**config.mk**
```make
export PLATFORM = sky130hd
export DESIGN_NAME = load_store_unit
export DESIGN_NICKNAME = d
export VERILOG_FILES = /design/src/rtl/load_store_unit.sv
export SDC_FILE = /design/constraint.sdc
export NUM_CORES = 1
export LEC_CHECK = 0
export ABC_AREA = 1
export BUFFER_PORTS_ARGS = -buffer_cell sky130_fd_sc_hd__buf_2
export CORE_UTILIZATION = 49
export CTS_CLUSTER_DIAMETER = 50
export CTS_CLUSTER_SIZE = 12
export DETAILED_ROUTE_END_ITERATION = 8
export PLACE_DENSITY = 0.93
export SYNTH_ARGS = -nofsm -noshare
export SYNTH_HDL_FRONTEND = slang
export SYNTH_SLANG_ARGS = --single-unit
```
**constraint.sdc**
```tcl
create_clock -name clk -period 2 [get_ports clk]
set_input_delay 0.2 -clock clk [delete_from_list [all_inputs] [get_ports clk]]
set_output_delay 0.2 -clock clk [all_outputs]
set_load 0.1 [all_outputs]
```
**src/rtl/load_store_unit.sv**
```systemverilog
// load_store_unit: rv32i memory-access stage. It takes the ALU result as the
// effective address and rs2 as the store data, and runs one load or store per
// request over a req/ack data bus. The unit drives byte-lane enables, sign- or
// zero-extends load results, and flags misaligned/illegal accesses and bus
// timeouts. Completion is reported with a one-cycle done pulse.
//
// Ports:
//   clk, rst          clock, synchronous active-high reset
//   start             request strobe, sampled only while busy=0
//   mem_write         1=store, 0=load
//   funct3            access size (B/H/W/BU/HU)
//   addr, wdata       effective address and store data
//   busy              state != IDLE
//   done, err         completion pulse; err qualifies done
//   rdata             extended load result, held until the next good load
//   bus_req/we/addr/be/wdata   request side of the data bus
//   bus_ack, bus_rdata         response side of the data bus
module load_store_unit #(
    parameter int TIMEOUT = 16
) (
    input  logic        clk,
    input  logic        rst,
    input  logic        start,
    input  logic        mem_write,
    input  logic [2:0]  funct3,
    input  logic [31:0] addr,
    input  logic [31:0] wdata,
    output logic        busy,
    output logic        done,
    output logic        err,
    output logic [31:0] rdata,
    output logic        bus_req,
    output logic        bus_we,
    output logic [31:0] bus_addr,
    output logic [3:0]  bus_be,
    output logic [31:0] bus_wdata,
    input  logic        bus_ack,
    input  logic [31:0] bus_rdata
);

    typedef enum logic [1:0] {IDLE, REQ, FAIL} state_t;

    // Load context kept for the response: size/sign and byte offset in word.
    typedef struct packed {
        logic [2:0] funct3;
        logic [1:0] off;
    } ld_ctx_t;

    // Counter only has to reach TIMEOUT-1.
    localparam int CW = (TIMEOUT > 1) ? $clog2(TIMEOUT) : 1;

    state_t          state;
    ld_ctx_t         ld_ctx;
    logic [CW-1:0]   cnt;

    function automatic logic is_legal(input logic we, input logic [2:0] f3,
                                      input logic [1:0] a);
        case (f3)
            3'b000:  is_legal = 1'b1;
            3'b001:  is_legal = ~a[0];
            3'b010:  is_legal = (a == 2'b00);
            3'b100:  is_legal = ~we;
            3'b101:  is_legal = ~we & ~a[0];
            default: is_legal = 1'b0;
        endcase
    endfunction

    function automatic logic [3:0] lane_be(input logic [2:0] f3, input logic [1:0] a);
        case (f3[1:0])
            2'b00:   lane_be = 4'b0001 << a;
            2'b01:   lane_be = 4'b0011 << a;
            default: lane_be = 4'b1111;
        endcase
    endfunction

    function automatic logic [31:0] lane_repl(input logic [2:0] f3, input logic [31:0] d);
        case (f3[1:0])
            2'b00:   lane_repl = {4{d[7:0]}};
            2'b01:   lane_repl = {2{d[15:0]}};
            default: lane_repl = d;
        endcase
    endfunction

    // Shift the addressed lane down to bit 0, then extend by size/sign.
    function automatic logic [31:0] load_ext(input ld_ctx_t c, input logic [31:0] w);
        logic [31:0] sh;
        sh = w >> {c.off, 3'b000};
        case (c.funct3)
            3'b000:  load_ext = {{24{sh[7]}}, sh[7:0]};
            3'b100:  load_ext = {24'h0, sh[7:0]};
            3'b001:  load_ext = {{16{sh[15]}}, sh[15:0]};
            3'b101:  load_ext = {16'h0, sh[15:0]};
            default: load_ext = sh;
        endcase
    endfunction

    assign busy = (state != IDLE);

    always_ff @(posedge clk) begin
        if (rst) begin
            state     <= IDLE;
            cnt       <= '0;
            ld_ctx    <= '0;
            done      <= 1'b0;
            err       <= 1'b0;
            rdata     <= '0;
            bus_req   <= 1'b0;
            bus_we    <= 1'b0;
            bus_addr  <= '0;
            bus_be    <= '0;
            bus_wdata <= '0;
        end else begin
            done <= 1'b0;
            err  <= 1'b0;
            case (state)
                IDLE: begin
                    if (start) begin
                        if (is_legal(mem_write, funct3, addr[1:0])) begin
                            state     <= REQ;
                            cnt       <= '0;
                            ld_ctx    <= '{funct3: funct3, off: addr[1:0]};
                            bus_req   <= 1'b1;
                            bus_we    <= mem_write;
                            bus_addr  <= {addr[31:2], 2'b00};
                            bus_be    <= lane_be(funct3, addr[1:0]);
                            bus_wdata <= lane_repl(funct3, wdata);
                        end else begin
                            state <= FAIL;
                        end
                    end
                end
                FAIL: begin
                    state <= IDLE;
                    done  <= 1'b1;
                    err   <= 1'b1;
                end
                REQ: begin
                    // Ack takes priority over a timeout in the same cycle.
                    if (bus_ack) begin
                        state   <= IDLE;
                        bus_req <= 1'b0;
                        bus_we  <= 1'b0;
                        bus_be  <= '0;
                        done    <= 1'b1;
                        if (!bus_we)
                            rdata <= load_ext(ld_ctx, bus_rdata);
                    end else if (TIMEOUT > 0 && cnt == CW'(TIMEOUT - 1)) begin
                        state   <= IDLE;
                        bus_req <= 1'b0;
                        bus_we  <= 1'b0;
                        bus_be  <= '0;
                        done    <= 1'b1;
                        err     <= 1'b1;
                    end else begin
                        cnt <= cnt + 1'b1;
                    end
                end
                default: state <= IDLE;
            endcase
        end
    end

endmodule

```
==> flow_summary.toml <==
[setup_path]
slowest_stage = "buf_2"
slowest_delay_ps = 430
cp.arrival_ps = 1660
crit_path_frequent_cell = "inv_1"
reg2reg_slack_ps = 180
cp-start-kind = "register"
cp.required_ps = 1800
end_kind = "primary output"
crit_chain = "inv_1, ha_1, inv_1, buf_2"
crit_fanout = 3
path_class = "reg2out"

[floorplanning]
core_area_um2 = 10400
fp.dieArea_um2 = 11200
fp.dieW_um = 106
rows = 37
fp.dieH_um = 106
io_pins = 209
start_util = 0.507

[route]
routed_wl_um = 17500
vias_per_cell = 5.29
routedWlPerCell_um = 15.0
ant_nets = 0
drcViolationCount = 0
vias = 6188
drt_iter0_markers = 444
first_pass_iters = 7

[sta]
timing.final.ws_setup_ps = 143
relSlewSlack = 0.509
min_period_ps = 1860
finClkSkew_ps = 9.73
max_freq_mhz = 538
period_share = 0.929
finalHoldViolations = 0
rsz0062_at_grt = "false"
setup_viol = 0
tns_ps = 0
worst_pin_slew_ps = 734
drv_slew = 0

[synthesis]
synth_top_family_by_area = "simple AND/OR/NAND/NOR gates"
synthSimpleGateAreaFrac = 0.280
synth_xor_area_frac = 0
synth-adder-area-share = 0.00951
avgSynthCellArea_um2 = 6.74
ys_ff_latch = 113
muxShareOfSynthArea = 0
yosys_warnings = 0
synthCells = 781
yosysSeqAreaShare = 0.430
ys_types = 25
synth_compound_area_frac = 0.182
synth_area_um2 = 5260

[pwr]
power_frac_seq = 0.357
intPower_uw = 4300
power.density_nw_per_um2 = 913
max-vdd-ir-drop_mv = 0.862
leakage_uw = 0.00373
switchingPower_uw = 2470
clock_power_share = 0.407
power_switching_share = 0.365
p_comb_frac = 0.236

[clocking]
cts_made_buffers = 17
clockBufferDepth = 2
root_buffer = "clkbuf_8"
post-cts-setup-buffers = 0
clk_latency_ps = 500
clock-sinks = 113
h-tree-depth = 4
clk_pin_slew_ps = 60
cts_tree = "yes"

[job]
cap_viol_max_count = 0

[global_routing]
track_usage = 0.316
grtUsageMet1 = 0.355
grt.busiest_layer = "met2"
grt_use_met3 = 0.0860
antenna_found_initial = 0
grt_max_degree = 76
grt_util_met2 = 0.550
grt_pass1_wl_um = 27900
overflow = 0
grt_pass1_vias = 5896

[placement]
post-place-ws_ps = 238
place.gp.congestion = 0.928
place_hpwl_um = 10800
io_buffers = 206

[layout]
utilization = 0.714
final_common_cell = "nand2_1"
drive_gt1_frac = 0.261
nets = 1126
fillers = 821
synthToLayoutAreaGrowth_pct = 40.7
final_cell_mix = "nand2_1 (235), buf_2 (206), dfxtp_1 (113), a21oi_1 (103), nor2_1 (71)"

[outcome]
status = "complete, no violations"

[min_path]
hp-class = "in2reg"
[power groups by stage]
stage          clock network, uW  logic, uW  registers, uW
6_report                    2750       1600           2410
5_1_grt                     2880       1690           2420
4_1_cts                     2760       1560           2410
3_5_place_dp                   0       1480           2450
3_3_place_gp                   0       1470           2450
2_1_floorplan                  0        520           3090
[per-stage QoR]
step,hold WS [ps],power (uW),cells,area [um^2]
after detailed placement,453,3930,1087,6370
after global placement,449,3920,1087,6370
final,43.1,6760,1169,7410
after floorplan,343,3610,782,5270
after CTS,4.83,6730,1167,7390
after global routing,30.5,6990,1167,7400
[worst paths after layout]
| path | start | endpoint | cells past startpoint |
|---|---|---|---|
| min | wdata[12] | bus_wdata[12] | 3 |
| min reg2reg | bus_addr[17] | bus_addr[17] | 2 |
| max | state[0] | busy | 4 |
| max reg2reg | state[1] | bus_addr[11] | 9 |
[metal layers]
| layer | share of wire | vias to the layer above |
|---|---|---|
| met4 | 0.042 | 0 |
| met1 | 0.38 | 2756 |
| met3 | 0.098 | 69 |
| li1 | - | 2988 |
| met2 | 0.49 | 375 |
| met5 | 0 | - |
[worst max-delay path: cells and delay by family, from the launching register on]
kind                       cells  cell delay (ps)
buffers and inverters          3              590
DFF                            1              350
adders and majority gates      1              220
[cell usage after synthesis]
| library cell | count | area [um^2] |
|---|---|---|
| inv_2 | 5 | 18.8 |
| nand2_2 | 2 | 12.5 |
| nor3_1 | 2 | 10.0 |
| clkbuf_1 | 21 | 78.8 |
| buf_6 | 1 | 11.3 |
| o21ai_0 | 45 | 225 |
| a211oi_1 | 1 | 7.51 |
| o211ai_1 | 15 | 113 |
| nor2_1 | 71 | 267 |
| o211ai_2 | 2 | 25.0 |
| buf_1 | 1 | 3.75 |
| inv_1 | 63 | 236 |
| nand3_4 | 1 | 17.5 |
| nand4_1 | 1 | 6.26 |
| ha_1 | 4 | 50.1 |
| buf_4 | 9 | 67.6 |
| buf_2 | 20 | 100 |
| dfxtp_1 | 113 | 2260 |
| a31oi_1 | 8 | 50.1 |
| conb_1 | 1 | 3.75 |
| or2_2 | 5 | 31.3 |
| nand2_1 | 235 | 882 |
| a21oi_1 | 103 | 515 |
| nand3_1 | 49 | 245 |
| o31ai_1 | 3 | 22.5 |
[area by class of cell]
cell class,instances,area [um^2],area share
repair buffers,269,1670,0.226
clock buffers,17,414,0.0559
clock inverters,15,124,0.0167
multi-input cells,549,2500,0.338
well taps,136,170,0.0230
inverters,68,255,0.0345
diodes,2,5.00,0.000676
flip-flops and latches,113,2260,0.305
[timing repair]
item	in CTS	in global routing
endpoints found under the setup margin	0	17
endpoints found under the hold margin	48	0
hold buffers	48	0
resized for setup	0	2
[registers in the layout (all words and copies together) (netlist names)]
| name | flops |
|---|---|
| state | 2 |
| bus_we | 1 |
| done | 1 |
| cnt | 4 |
| rdata | 32 |
| bus_wdata | 32 |
| bus_addr | 30 |
| ld_ctx | 5 |
| bus_be | 4 |
| bus_req | 1 |
| err | 1 |
[kinds of logic after synthesis]
| logic type | after synthesis |
|---|---|
| DFF | 113 |
| other | 1 |
| adders and majority gates | 4 |
| buffers and inverters | 120 |
| and+or+nand+nor | 366 |
| AOI/OAI and AO/OA | 177 |
Power figures use the tool's default switching activity.
